--- src/rtl/mem_except_stage_if.sv ---
// Bundle between the EX/MEM pipeline register and its neighbours: EX-side
// instruction fields and control in, CP0-facing exception info out.
interface mem_except_stage_if #(parameter int PC_W = 32);
    logic            stall;
    logic            flush;
    logic            ex_valid;
    logic [PC_W-1:0] ex_pc;
    logic            ex_is_branch;
    logic            ex_if_adel;
    logic            ex_ri;
    logic            ex_ov;
    logic            ex_syscall;
    logic            ex_break;
    logic            ex_eret;
    logic            ex_mfc0;
    logic            ex_mtc0;
    logic [4:0]      ex_cp0_addr;
    logic            ex_is_load;
    logic            ex_is_store;
    logic [1:0]      ex_mem_size;
    logic [PC_W-1:0] ex_mem_addr;
    logic [PC_W-1:0] ex_rt_rdata;

    logic [14:0]     excepttype;
    logic [PC_W-1:0] current_pc;
    logic [PC_W-1:0] bad_addr;
    logic [PC_W-1:0] rt_rdata;
    logic            out_valid;
    logic            mem_en_ok;

    modport master (
        output stall, flush, ex_valid, ex_pc, ex_is_branch, ex_if_adel, ex_ri,
               ex_ov, ex_syscall, ex_break, ex_eret, ex_mfc0, ex_mtc0,
               ex_cp0_addr, ex_is_load, ex_is_store, ex_mem_size,
               ex_mem_addr, ex_rt_rdata,
        input  excepttype, current_pc, bad_addr, rt_rdata, out_valid, mem_en_ok
    );

    modport slave (
        input  stall, flush, ex_valid, ex_pc, ex_is_branch, ex_if_adel, ex_ri,
               ex_ov, ex_syscall, ex_break, ex_eret, ex_mfc0, ex_mtc0,
               ex_cp0_addr, ex_is_load, ex_is_store, ex_mem_size,
               ex_mem_addr, ex_rt_rdata,
        output excepttype, current_pc, bad_addr, rt_rdata, out_valid, mem_en_ok
    );
endinterface

--- src/rtl/mem_except_stage.sv ---
// EX->MEM pipeline register that merges all exception sources of an
// instruction into one prioritised cause and gates its data-SRAM access.
module mem_except_stage #(
    parameter int PC_W = 32
) (
    input logic               clk,
    input logic               rst,
    mem_except_stage_if.slave bus
);

    logic            w_mis;
    logic            w_dataAdel;
    logic            w_dataAdes;
    logic [5:0]      w_cause;
    logic            w_anyExc;
    logic            w_eret;
    logic            w_mfc0;
    logic            w_mtc0;
    logic [4:0]      w_cp0Addr;
    logic [PC_W-1:0] w_badAddr;
    logic [14:0]     w_excepttype;
    logic            w_memEnOk;
    logic            w_accept;

    logic            r_lastWasBranch;
    logic            r_outValid;
    logic            r_memEnOk;
    logic [14:0]     r_excepttype;
    logic [PC_W-1:0] r_currentPc;
    logic [PC_W-1:0] r_badAddr;
    logic [PC_W-1:0] r_rtRdata;

    // w_cause is bits [8:3] of excepttype: {ades, adel, ov, syscall, break, ri}
    always_comb begin
        w_mis = ((bus.ex_mem_size == 2'b01) & bus.ex_mem_addr[0]) |
                ((bus.ex_mem_size == 2'b10) & (bus.ex_mem_addr[1:0] != 2'b00));
        w_dataAdel = bus.ex_is_load  & w_mis;
        w_dataAdes = bus.ex_is_store & w_mis;

        w_cause   = 6'b000000;
        w_badAddr = '0;
        if (bus.ex_if_adel) begin
            w_cause[4] = 1'b1;
            w_badAddr  = bus.ex_pc;
        end else if (bus.ex_ri) begin
            w_cause[0] = 1'b1;
        end else if (bus.ex_ov) begin
            w_cause[3] = 1'b1;
        end else if (bus.ex_syscall) begin
            w_cause[2] = 1'b1;
        end else if (bus.ex_break) begin
            w_cause[1] = 1'b1;
        end else if (w_dataAdel) begin
            w_cause[4] = 1'b1;
            w_badAddr  = bus.ex_mem_addr;
        end else if (w_dataAdes) begin
            w_cause[5] = 1'b1;
            w_badAddr  = bus.ex_mem_addr;
        end

        // A real exception suppresses the CP0-access side effects entirely
        w_anyExc  = |w_cause;
        w_eret    = bus.ex_eret & ~w_anyExc;
        w_mfc0    = bus.ex_mfc0 & ~w_anyExc;
        w_mtc0    = bus.ex_mtc0 & ~w_anyExc;
        w_cp0Addr = (w_mfc0 | w_mtc0) ? bus.ex_cp0_addr : 5'd0;

        w_excepttype = {w_cp0Addr, r_lastWasBranch, w_cause, w_eret, w_mfc0, w_mtc0};
        w_memEnOk    = (bus.ex_is_load | bus.ex_is_store) & ~w_anyExc;
        w_accept     = bus.ex_valid & ~bus.stall & ~bus.flush;
    end

    // Bubbles clear the outputs but keep r_lastWasBranch so a delay slot
    // behind bubbles is still recognised; only flush forgets the branch.
    always_ff @(posedge clk or posedge rst) begin
        if (rst) begin
            r_lastWasBranch <= 1'b0;
            r_outValid      <= 1'b0;
            r_memEnOk       <= 1'b0;
            r_excepttype    <= '0;
            r_currentPc     <= '0;
            r_badAddr       <= '0;
            r_rtRdata       <= '0;
        end else if (bus.flush) begin
            r_lastWasBranch <= 1'b0;
            r_outValid      <= 1'b0;
            r_memEnOk       <= 1'b0;
            r_excepttype    <= '0;
            r_currentPc     <= '0;
            r_badAddr       <= '0;
            r_rtRdata       <= '0;
        end else if (!bus.stall) begin
            if (w_accept) begin
                r_lastWasBranch <= bus.ex_is_branch;
                r_outValid      <= 1'b1;
                r_memEnOk       <= w_memEnOk;
                r_excepttype    <= w_excepttype;
                r_currentPc     <= bus.ex_pc;
                r_badAddr       <= w_badAddr;
                r_rtRdata       <= bus.ex_rt_rdata;
            end else begin
                r_outValid      <= 1'b0;
                r_memEnOk       <= 1'b0;
                r_excepttype    <= '0;
                r_currentPc     <= '0;
                r_badAddr       <= '0;
                r_rtRdata       <= '0;
            end
        end
    end

    assign bus.out_valid  = r_outValid;
    assign bus.mem_en_ok  = r_memEnOk;
    assign bus.excepttype = r_excepttype;
    assign bus.current_pc = r_currentPc;
    assign bus.bad_addr   = r_badAddr;
    assign bus.rt_rdata   = r_rtRdata;

endmodule

--- src/flat_wrapper.sv ---
// flat-port wrapper written by rule: the top's interface ports become plain ports
module mem_except_stage_flat 
#(
    parameter int PC_W = 32
)
  (clk, rst, bus_stall, bus_flush, bus_ex_valid, bus_ex_pc, bus_ex_is_branch, bus_ex_if_adel, bus_ex_ri, bus_ex_ov, bus_ex_syscall, bus_ex_break, bus_ex_eret, bus_ex_mfc0, bus_ex_mtc0, bus_ex_cp0_addr, bus_ex_is_load, bus_ex_is_store, bus_ex_mem_size, bus_ex_mem_addr, bus_ex_rt_rdata, bus_excepttype, bus_current_pc, bus_bad_addr, bus_rt_rdata, bus_out_valid, bus_mem_en_ok);
  mem_except_stage_if #(.PC_W(PC_W)) bus_i ();
  input logic clk;
  input logic rst;
  input wire logic [$bits(bus_i.stall)-1:0] bus_stall;
  input wire logic [$bits(bus_i.flush)-1:0] bus_flush;
  input wire logic [$bits(bus_i.ex_valid)-1:0] bus_ex_valid;
  input wire logic [$bits(bus_i.ex_pc)-1:0] bus_ex_pc;
  input wire logic [$bits(bus_i.ex_is_branch)-1:0] bus_ex_is_branch;
  input wire logic [$bits(bus_i.ex_if_adel)-1:0] bus_ex_if_adel;
  input wire logic [$bits(bus_i.ex_ri)-1:0] bus_ex_ri;
  input wire logic [$bits(bus_i.ex_ov)-1:0] bus_ex_ov;
  input wire logic [$bits(bus_i.ex_syscall)-1:0] bus_ex_syscall;
  input wire logic [$bits(bus_i.ex_break)-1:0] bus_ex_break;
  input wire logic [$bits(bus_i.ex_eret)-1:0] bus_ex_eret;
  input wire logic [$bits(bus_i.ex_mfc0)-1:0] bus_ex_mfc0;
  input wire logic [$bits(bus_i.ex_mtc0)-1:0] bus_ex_mtc0;
  input wire logic [$bits(bus_i.ex_cp0_addr)-1:0] bus_ex_cp0_addr;
  input wire logic [$bits(bus_i.ex_is_load)-1:0] bus_ex_is_load;
  input wire logic [$bits(bus_i.ex_is_store)-1:0] bus_ex_is_store;
  input wire logic [$bits(bus_i.ex_mem_size)-1:0] bus_ex_mem_size;
  input wire logic [$bits(bus_i.ex_mem_addr)-1:0] bus_ex_mem_addr;
  input wire logic [$bits(bus_i.ex_rt_rdata)-1:0] bus_ex_rt_rdata;
  output wire logic [$bits(bus_i.excepttype)-1:0] bus_excepttype;
  output wire logic [$bits(bus_i.current_pc)-1:0] bus_current_pc;
  output wire logic [$bits(bus_i.bad_addr)-1:0] bus_bad_addr;
  output wire logic [$bits(bus_i.rt_rdata)-1:0] bus_rt_rdata;
  output wire logic [$bits(bus_i.out_valid)-1:0] bus_out_valid;
  output wire logic [$bits(bus_i.mem_en_ok)-1:0] bus_mem_en_ok;
  assign bus_i.stall = bus_stall;
  assign bus_i.flush = bus_flush;
  assign bus_i.ex_valid = bus_ex_valid;
  assign bus_i.ex_pc = bus_ex_pc;
  assign bus_i.ex_is_branch = bus_ex_is_branch;
  assign bus_i.ex_if_adel = bus_ex_if_adel;
  assign bus_i.ex_ri = bus_ex_ri;
  assign bus_i.ex_ov = bus_ex_ov;
  assign bus_i.ex_syscall = bus_ex_syscall;
  assign bus_i.ex_break = bus_ex_break;
  assign bus_i.ex_eret = bus_ex_eret;
  assign bus_i.ex_mfc0 = bus_ex_mfc0;
  assign bus_i.ex_mtc0 = bus_ex_mtc0;
  assign bus_i.ex_cp0_addr = bus_ex_cp0_addr;
  assign bus_i.ex_is_load = bus_ex_is_load;
  assign bus_i.ex_is_store = bus_ex_is_store;
  assign bus_i.ex_mem_size = bus_ex_mem_size;
  assign bus_i.ex_mem_addr = bus_ex_mem_addr;
  assign bus_i.ex_rt_rdata = bus_ex_rt_rdata;
  assign bus_excepttype = bus_i.excepttype;
  assign bus_current_pc = bus_i.current_pc;
  assign bus_bad_addr = bus_i.bad_addr;
  assign bus_rt_rdata = bus_i.rt_rdata;
  assign bus_out_valid = bus_i.out_valid;
  assign bus_mem_en_ok = bus_i.mem_en_ok;
  mem_except_stage #(.PC_W(PC_W)) u_core (.clk(clk), .rst(rst), .bus(bus_i));
endmodule
--- config.mk ---
export PLATFORM = sky130hd
export DESIGN_NAME = mem_except_stage_flat
export DESIGN_NICKNAME = d
export VERILOG_FILES = /design/src/rtl/mem_except_stage_if.sv /design/src/rtl/mem_except_stage.sv /design/src/flat_wrapper.sv
export SDC_FILE = /design/constraint.sdc
export NUM_CORES = 1
export LEC_CHECK = 0
export CAP_MARGIN = 10
export CORE_AREA = 2 2 108 110
export DETAILED_ROUTE_END_ITERATION = 10
export DIE_AREA = 0 0 110 112
export PLACE_DENSITY = 0.94
export SYNTH_ARGS = -nofsm -noshare
export SYNTH_HDL_FRONTEND = slang
export SYNTH_SLANG_ARGS = --single-unit
--- constraint.sdc ---
create_clock -name clk -period 8.9 [get_ports clk]
set_input_delay 1.335 -clock clk [delete_from_list [all_inputs] [get_ports clk]]
set_output_delay 1.335 -clock clk [all_outputs]
set_load 0.03 [all_outputs]
==> results of run 1 <==
routing by layer:
metal  GRT usage [%]  vias up
met1           29.61     2163
met3           7.787       30
li1                -     1969
met2           43.52      218
met4           9.367        0
met5               0        -
power by group through the flow:
| stage | Sequential, uW | Combinational [uW] | Clock [uW] |
|---|---|---|---|
| after detailed placement | 552 | 188 | 0 |
| after global placement | 552 | 184 | 0 |
| final | 544 | 189 | 749 |
| after floorplan | 582 | 54.4 | 0 |
| after CTS | 544 | 190 | 756 |
| after global routing | 545 | 201 | 780 |
layout make-up:
type / count / area, um2 / area share [%]
tap: 143 / 178.9 / 2.287
sequential: 114 / 2853 / 36.47
clock buffer: 21 / 470.5 / 6.014
clock inverter: 10 / 180.2 / 2.303
timing repair buffer: 238 / 2355 / 30.10
multi-input combinational: 245 / 1772 / 22.65
inverter: 3 / 13.76 / 0.1759
cell usage after synthesis (4+ instances only):
cell type  number
a21oi_1        33
nand2_1        42
nand3_1         4
buf_2          13
buf_6           4
clkbuf_1       23
dfrtp_1       114
a22o_1         68
nand4b_1       32
a31o_1         30
o31ai_1         5
o21ai_0         8
cells by family after synthesis:
family	count (synthesis)	synth area share [%]
AO/OA/AOI/OAI	154	24.51
flip-flops	114	59.02
XOR/XNOR	1	0.1812
buffers and inverters	46	4.608
AND/OR/NAND/NOR	89	11.47
multiplexers	1	0.2071
state kept, by name, summed over array words and instances (netlist names):
name                    count
u_core.bus.mem_en_ok        1
u_core.bus.excepttype      15
u_core.bus.out_valid        1
u_core.r_lastWasBranch      1
u_core.bus.rt_rdata        32
u_core.bus.bad_addr        32
u_core.bus.current_pc      32
metrics by stage:
stage | util (%) | hold WS, ns | worst slack, ns | power [uW]
2_1_floorplan | - | 0.4652 | 4.549 | 636.1
3_3_place_gp | 64.18 | 0.4631 | 4.951 | 735.4
3_5_place_dp | 64.18 | 0.4707 | 4.863 | 740.4
4_1_cts | 70.00 | 0.4862 | 5.254 | 1489
5_1_grt | 70.00 | 0.5023 | 5.025 | 1527
6_report | 70.00 | 0.4841 | 5.242 | 1482
worst min-delay path by stage:
stage                               from                        end  slack, ns
2_1_floorplan     u_core.r_lastWasBranch   u_core.bus.excepttype[9]       0.47
3_3_place_gp        u_core.bus.out_valid       u_core.bus.out_valid       0.46
3_5_place_dp        u_core.bus.out_valid       u_core.bus.out_valid       0.47
4_1_cts        u_core.bus.excepttype[12]  u_core.bus.excepttype[12]       0.49
5_1_grt             u_core.bus.out_valid       u_core.bus.out_valid       0.50
6_report            u_core.bus.out_valid       u_core.bus.out_valid       0.48
==> flow_metrics.env, run 1 <==
export IMPL_outcome="completed"
export IMPL_ant_nets=0
export IMPL_rows=39
export IMPL_antennaDiodeCount=0
export IMPL_synth_async_reset_ratio_pct=100.0
export IMPL_mostFrequentLayoutCell="clkdlybuf4s50_1"
export IMPL_arrival_ns=3.98
export IMPL_cp_required_ns=9.22
export IMPL_syn_instance_count=405
export IMPL_p_comb_share_pct=12.8
export IMPL_peakVddDrop_uv=124.7
export IMPL_yosysTopAreaCellShare_pct=59.02
export IMPL_cp_top_family="buffers and inverters"
export IMPL_relSlewSlack_pct=25.94
export IMPL_slowest_stage="nor3b_4"
export IMPL_grt_pass1_wl_mm=23.85
export IMPL_totalWireLength_mm=15.37
export IMPL_num_vias=4380
export IMPL_fillers=788
export IMPL_synth_area_leader_cell="dfrtp_1"
export IMPL_place_area_um2=7172
export IMPL_min_period_ns=3.658
export IMPL_syn_area_um2=4833
export IMPL_reg2reg_slack_ns=7.99
export IMPL_worstMarginPinSlew_ns=1.110
export IMPL_setup_worst_path_class="in -> reg"
export IMPL_crit_path_start_kind="input port"
export IMPL_ys_ff_latch=114
export IMPL_setup_viol=0
export IMPL_grt_use_total_pct=25.42
export IMPL_cts_repair_resized=0
export IMPL_startpoint="bus_ex_valid"
export IMPL_worstSetupEndpoint="u_core.bus.excepttype[7]"
export IMPL_met3WireLength_mm=1.307
export IMPL_path_buf_inv=3
export IMPL_synth_flop_cell="dfrtp_1"
export IMPL_drt_iter0_drc=294
export IMPL_route_met2_wl_mm=7.920
export IMPL_r2r_end="u_core.bus.bad_addr[24]"
export IMPL_hold_viol=0
export IMPL_drt_wirelength_per_cell_um=19.85
export IMPL_timing_rr_start="u_core.bus.bad_addr[24]"
export IMPL_clkLatencyLatePin_ns=0.40
export IMPL_area_growth_pct=61.84
export IMPL_cp_depth=6
export IMPL_path_cells="clkdlybuf4s50_1 > buf_4 > nor3b_4 > buf_4 > nand3_1 > o21ai_1"
export IMPL_placed_cells=743
export IMPL_cts_inserted_buffers=17
export IMPL_antenna_found_initial=0
export IMPL_synth_edf_count=0
export IMPL_clock_power_share_pct=50.5
export IMPL_cts_tree="done"
export IMPL_critPathMaxFanout=42
export IMPL_max_clock_freq_mhz=273.4
export IMPL_gp_routability_congestion=0.8763
export IMPL_yosys_cell_types_count=32
export IMPL_overflow=0
export IMPL_cp_slowest_stage_delay_ns=0.97
export IMPL_powerDensity_nw_per_um2=189.4
export IMPL_h_tree_depth=4
export IMPL_grt_setup_unrepaired="no"
export IMPL_drtPass1Iterations=7
export IMPL_min_path_type="reg -> reg"
export IMPL_avgSynthCellArea_um2=11.93
export IMPL_p_int_uw=1141
export IMPL_ff2ff_path_depth=3
export IMPL_setup_tns_ns=0
export IMPL_hold_buffers=0
export IMPL_grt_max_degree=82
export IMPL_switchingPower_uw=340.9
export IMPL_period_share_pct=41.10
export IMPL_initial_core_util_pct=43.25
export IMPL_clk_path_buf_depth=2
export IMPL_port_buffers=231
export IMPL_dpl_hpwl_mm=10.29
export IMPL_top_layer="met4"
export IMPL_grt_pass1_vias=4572
export IMPL_routed_via_density=5.659
export IMPL_wl_met1_mm=5.832
export IMPL_ys_seq_area_share_pct=59.02
export IMPL_p_leak_uw=0.003295
export IMPL_cp_end_kind="register"
export IMPL_slew_viol_final=0
export IMPL_swShare_pct=23.00
export IMPL_maxCapViolations=0
export IMPL_synth_top_cells_by_area="dfrtp_1, a22o_1, nand4b_1, a31o_1, a21oi_1"
export IMPL_cp_common_cell="buf_4"
export IMPL_final_cell_mix="clkdlybuf4s50_1, dfrtp_1, a22o_1"
export IMPL_ios=232
export IMPL_die_area_um2=12320
export IMPL_clock_root_buffer="clkbuf_16"
export IMPL_drc=0
export IMPL_clock_sinks=114
export IMPL_fp_dieH_um=112
export IMPL_clkTransAtPathRegs_ns=0.05
export IMPL_die_w_um=110
export IMPL_fin_area_um2=7823
export IMPL_min_path_cells=1
export IMPL_drive_gt1_share_pct=7.290
export IMPL_ys_warnings_count=0
export IMPL_skew_ns=0.002521
export IMPL_cts_setup_buffers=0
export IMPL_p_seq_share_pct=36.7
export IMPL_final_nets=738
export IMPL_core_area_um2=11170
export IMPL_fin_cells=774
export IMPL_syn_nets=524
(Power assumes the default switching activity.)
==> run 2: changes to the inputs <==
CORE_AREA = 2 2 112 114   (was 2 2 108 110)
DIE_AREA = 0 0 114 116   (was 0 0 110 112)
PLACE_DENSITY = 0.88   (was 0.94)
clock period = 3.4 ns   (was 8.9 ns; I/O delays follow)
==> run 2 against run 1 <==
Compared with the run above: first-iteration DRC count rose by 7.8%; wire length up 2.4%; combinational power grew to 2.7 times the previous value; die area up 7.3%; via count rose by 1.2%; sequential power increased to 2.6 times the previous value; power up 150%; flip-flop and latch count stayed put; register-to-register slack got worse by 5.6 ns; largest cell class unchanged.
==> flow_metrics.env, run 2 (synthesis results as in run 1) <==
export IMPL_outcome="completed"
export IMPL_min_period_ns=2.114
export IMPL_initial_core_util_pct=40.58
export IMPL_cp_end_kind="register"
export IMPL_grt_use_total_pct=24.22
export IMPL_die_area_um2=13220
export IMPL_port_buffers=231
export IMPL_num_vias=4432
export IMPL_antennaDiodeCount=0
export IMPL_cp_required_ns=3.73
export IMPL_drive_gt1_share_pct=7.874
export IMPL_powerDensity_nw_per_um2=470.6
export IMPL_hold_viol=0
export IMPL_die_w_um=114
export IMPL_drc=0
export IMPL_path_buf_inv=3
export IMPL_final_cell_mix="clkdlybuf4s50_1, dfrtp_1, a22o_1"
export IMPL_area_growth_pct=61.71
export IMPL_reg2reg_slack_ns=2.42
export IMPL_critPathMaxFanout=33
export IMPL_cts_tree="done"
export IMPL_fillers=897
export IMPL_totalWireLength_mm=15.74
export IMPL_cp_top_family="buffers and inverters"
export IMPL_placed_cells=750
export IMPL_fin_area_um2=7816
export IMPL_grt_pass1_vias=4480
export IMPL_setup_worst_path_class="in -> reg"
export IMPL_timing_rr_start="u_core.bus.bad_addr[10]"
export IMPL_worstMarginPinSlew_ns=0.7695
export IMPL_setup_viol=0
export IMPL_pre_cts_ws_ns=0.9505
export IMPL_switchingPower_uw=889.0
export IMPL_p_int_uw=2789
export IMPL_cp_slowest_stage_delay_ns=0.50
export IMPL_cts_setup_buffers=0
export IMPL_peakVddDrop_uv=414.5
export IMPL_grt_max_degree=115
export IMPL_cts_inserted_buffers=17
export IMPL_drt_iter0_drc=317
export IMPL_routed_via_density=5.668
export IMPL_overflow=0
export IMPL_met3WireLength_mm=1.172
export IMPL_total_power_uw=3678
export IMPL_setup_tns_ns=0
export IMPL_clkLatencyLatePin_ns=0.41
export IMPL_mostFrequentLayoutCell="clkdlybuf4s50_1"
export IMPL_clock_power_share_pct=47.6
export IMPL_hold_buffers=0
export IMPL_p_comb_share_pct=13.7
export IMPL_path_cells="clkdlybuf4s50_1 > buf_4 > nor4b_4 > and2_1 > buf_4 > a31o_1"
export IMPL_r2r_end="u_core.bus.bad_addr[10]"
export IMPL_ant_nets=0
export IMPL_antenna_found_initial=0
export IMPL_relSlewSlack_pct=48.70
export IMPL_arrival_ns=2.44
export IMPL_slew_viol_final=0
export IMPL_cts_repair_resized=0
export IMPL_ff2ff_path_depth=3
export IMPL_p_leak_uw=0.003294
export IMPL_crit_path_start_kind="input port"
export IMPL_period_share_pct=62.16
export IMPL_clkTransAtPathRegs_ns=0.05
export IMPL_min_path_cells=2
export IMPL_clk_path_buf_depth=2
export IMPL_min_path_type="reg -> reg"
export IMPL_fp_dieH_um=116
export IMPL_grt_pass1_wl_mm=24.36
export IMPL_grt_setup_unrepaired="no"
export IMPL_p_seq_share_pct=38.7
export IMPL_hold_start="u_core.bus.excepttype[0]"
export IMPL_min_to="u_core.bus.excepttype[0]"
export IMPL_slowest_stage="clkdlybuf4s50_1"
export IMPL_clock_sinks=114
export IMPL_swShare_pct=24.17
export IMPL_wl_met1_mm=6.091
export IMPL_final_nets=741
export IMPL_cp_common_cell="buf_4"
export IMPL_skew_ns=0.004219
export IMPL_h_tree_depth=4
export IMPL_route_met2_wl_mm=7.952
export IMPL_drtPass1Iterations=5
export IMPL_dpl_hpwl_mm=10.60
export IMPL_clock_root_buffer="clkbuf_16"
export IMPL_core_area_um2=11910
export IMPL_rows=40
export IMPL_place_area_um2=7226
export IMPL_worst_slack_ns=1.286
export IMPL_maxCapViolations=0
export IMPL_max_clock_freq_mhz=473.1
export IMPL_fin_cells=782
export IMPL_gp_routability_congestion=0.7879
export IMPL_top_layer="met4"
export IMPL_drt_wirelength_per_cell_um=20.13
export IMPL_ios=232
==> run 2: how the worst max path moves through the flow <==
stage / startpoint / end / cells past startpoint / slack, ns
floorplan: rst / u_core.bus.bad_addr[0] / 1 / 1.50
global placement: bus_ex_valid / u_core.bus.mem_en_ok / 6 / 1.00
detailed placement: bus_ex_valid / u_core.bus.bad_addr[8] / 6 / 0.95
CTS: bus_ex_valid / u_core.bus.bad_addr[10] / 6 / 1.31
global route: bus_ex_valid / u_core.bus.bad_addr[10] / 6 / 1.20
finish: bus_ex_valid / u_core.bus.bad_addr[10] / 6 / 1.29
==> run 2: worst min-delay path: cells and delay by family (launching register included) <==
kind               cells  cell delay (ns)
AOI/OAI and AO/OA      1             0.06
and+or+nand+nor        1             0.04
DFF                    1             0.33
==> run 2: metal layers <==
metal,vias to the layer above,GRT usage (%)
met1,2191,29.43
met5,-,0
met2,226,40.75
met3,36,5.649
li1,1979,-
met4,0,12.03
==> run 2: through the flow <==
stage                     hold WS [ns]  utilization [%]
after CTS                       0.4854            65.62
after detailed placement        0.4732            60.66
final                           0.4780            65.62
after floorplan                 0.4652                -
after global routing            0.5019            65.62
after global placement          0.4593            60.66
==> run 2: area by class of cell <==
type / count / area (um2) / share of cell area [%]
flip-flops and latches: 114 / 2853 / 36.50
clock buffers: 22 / 484.2 / 6.195
inverters: 3 / 15.01 / 0.1921
well taps: 147 / 183.9 / 2.353
clock inverters: 10 / 106.4 / 1.361
repair buffers: 241 / 2402 / 30.73
multi-input cells: 245 / 1772 / 22.67
==> run 2: power by group through the flow <==
stage / combinational, uW / clock, uW / sequential, uW
5_1_grt: 533 / 1830 / 1430
3_3_place_gp: 489 / 0 / 1440
4_1_cts: 505 / 1780 / 1420
2_1_floorplan: 143 / 0 / 1520
6_report: 503 / 1750 / 1420
3_5_place_dp: 500 / 0 / 1450
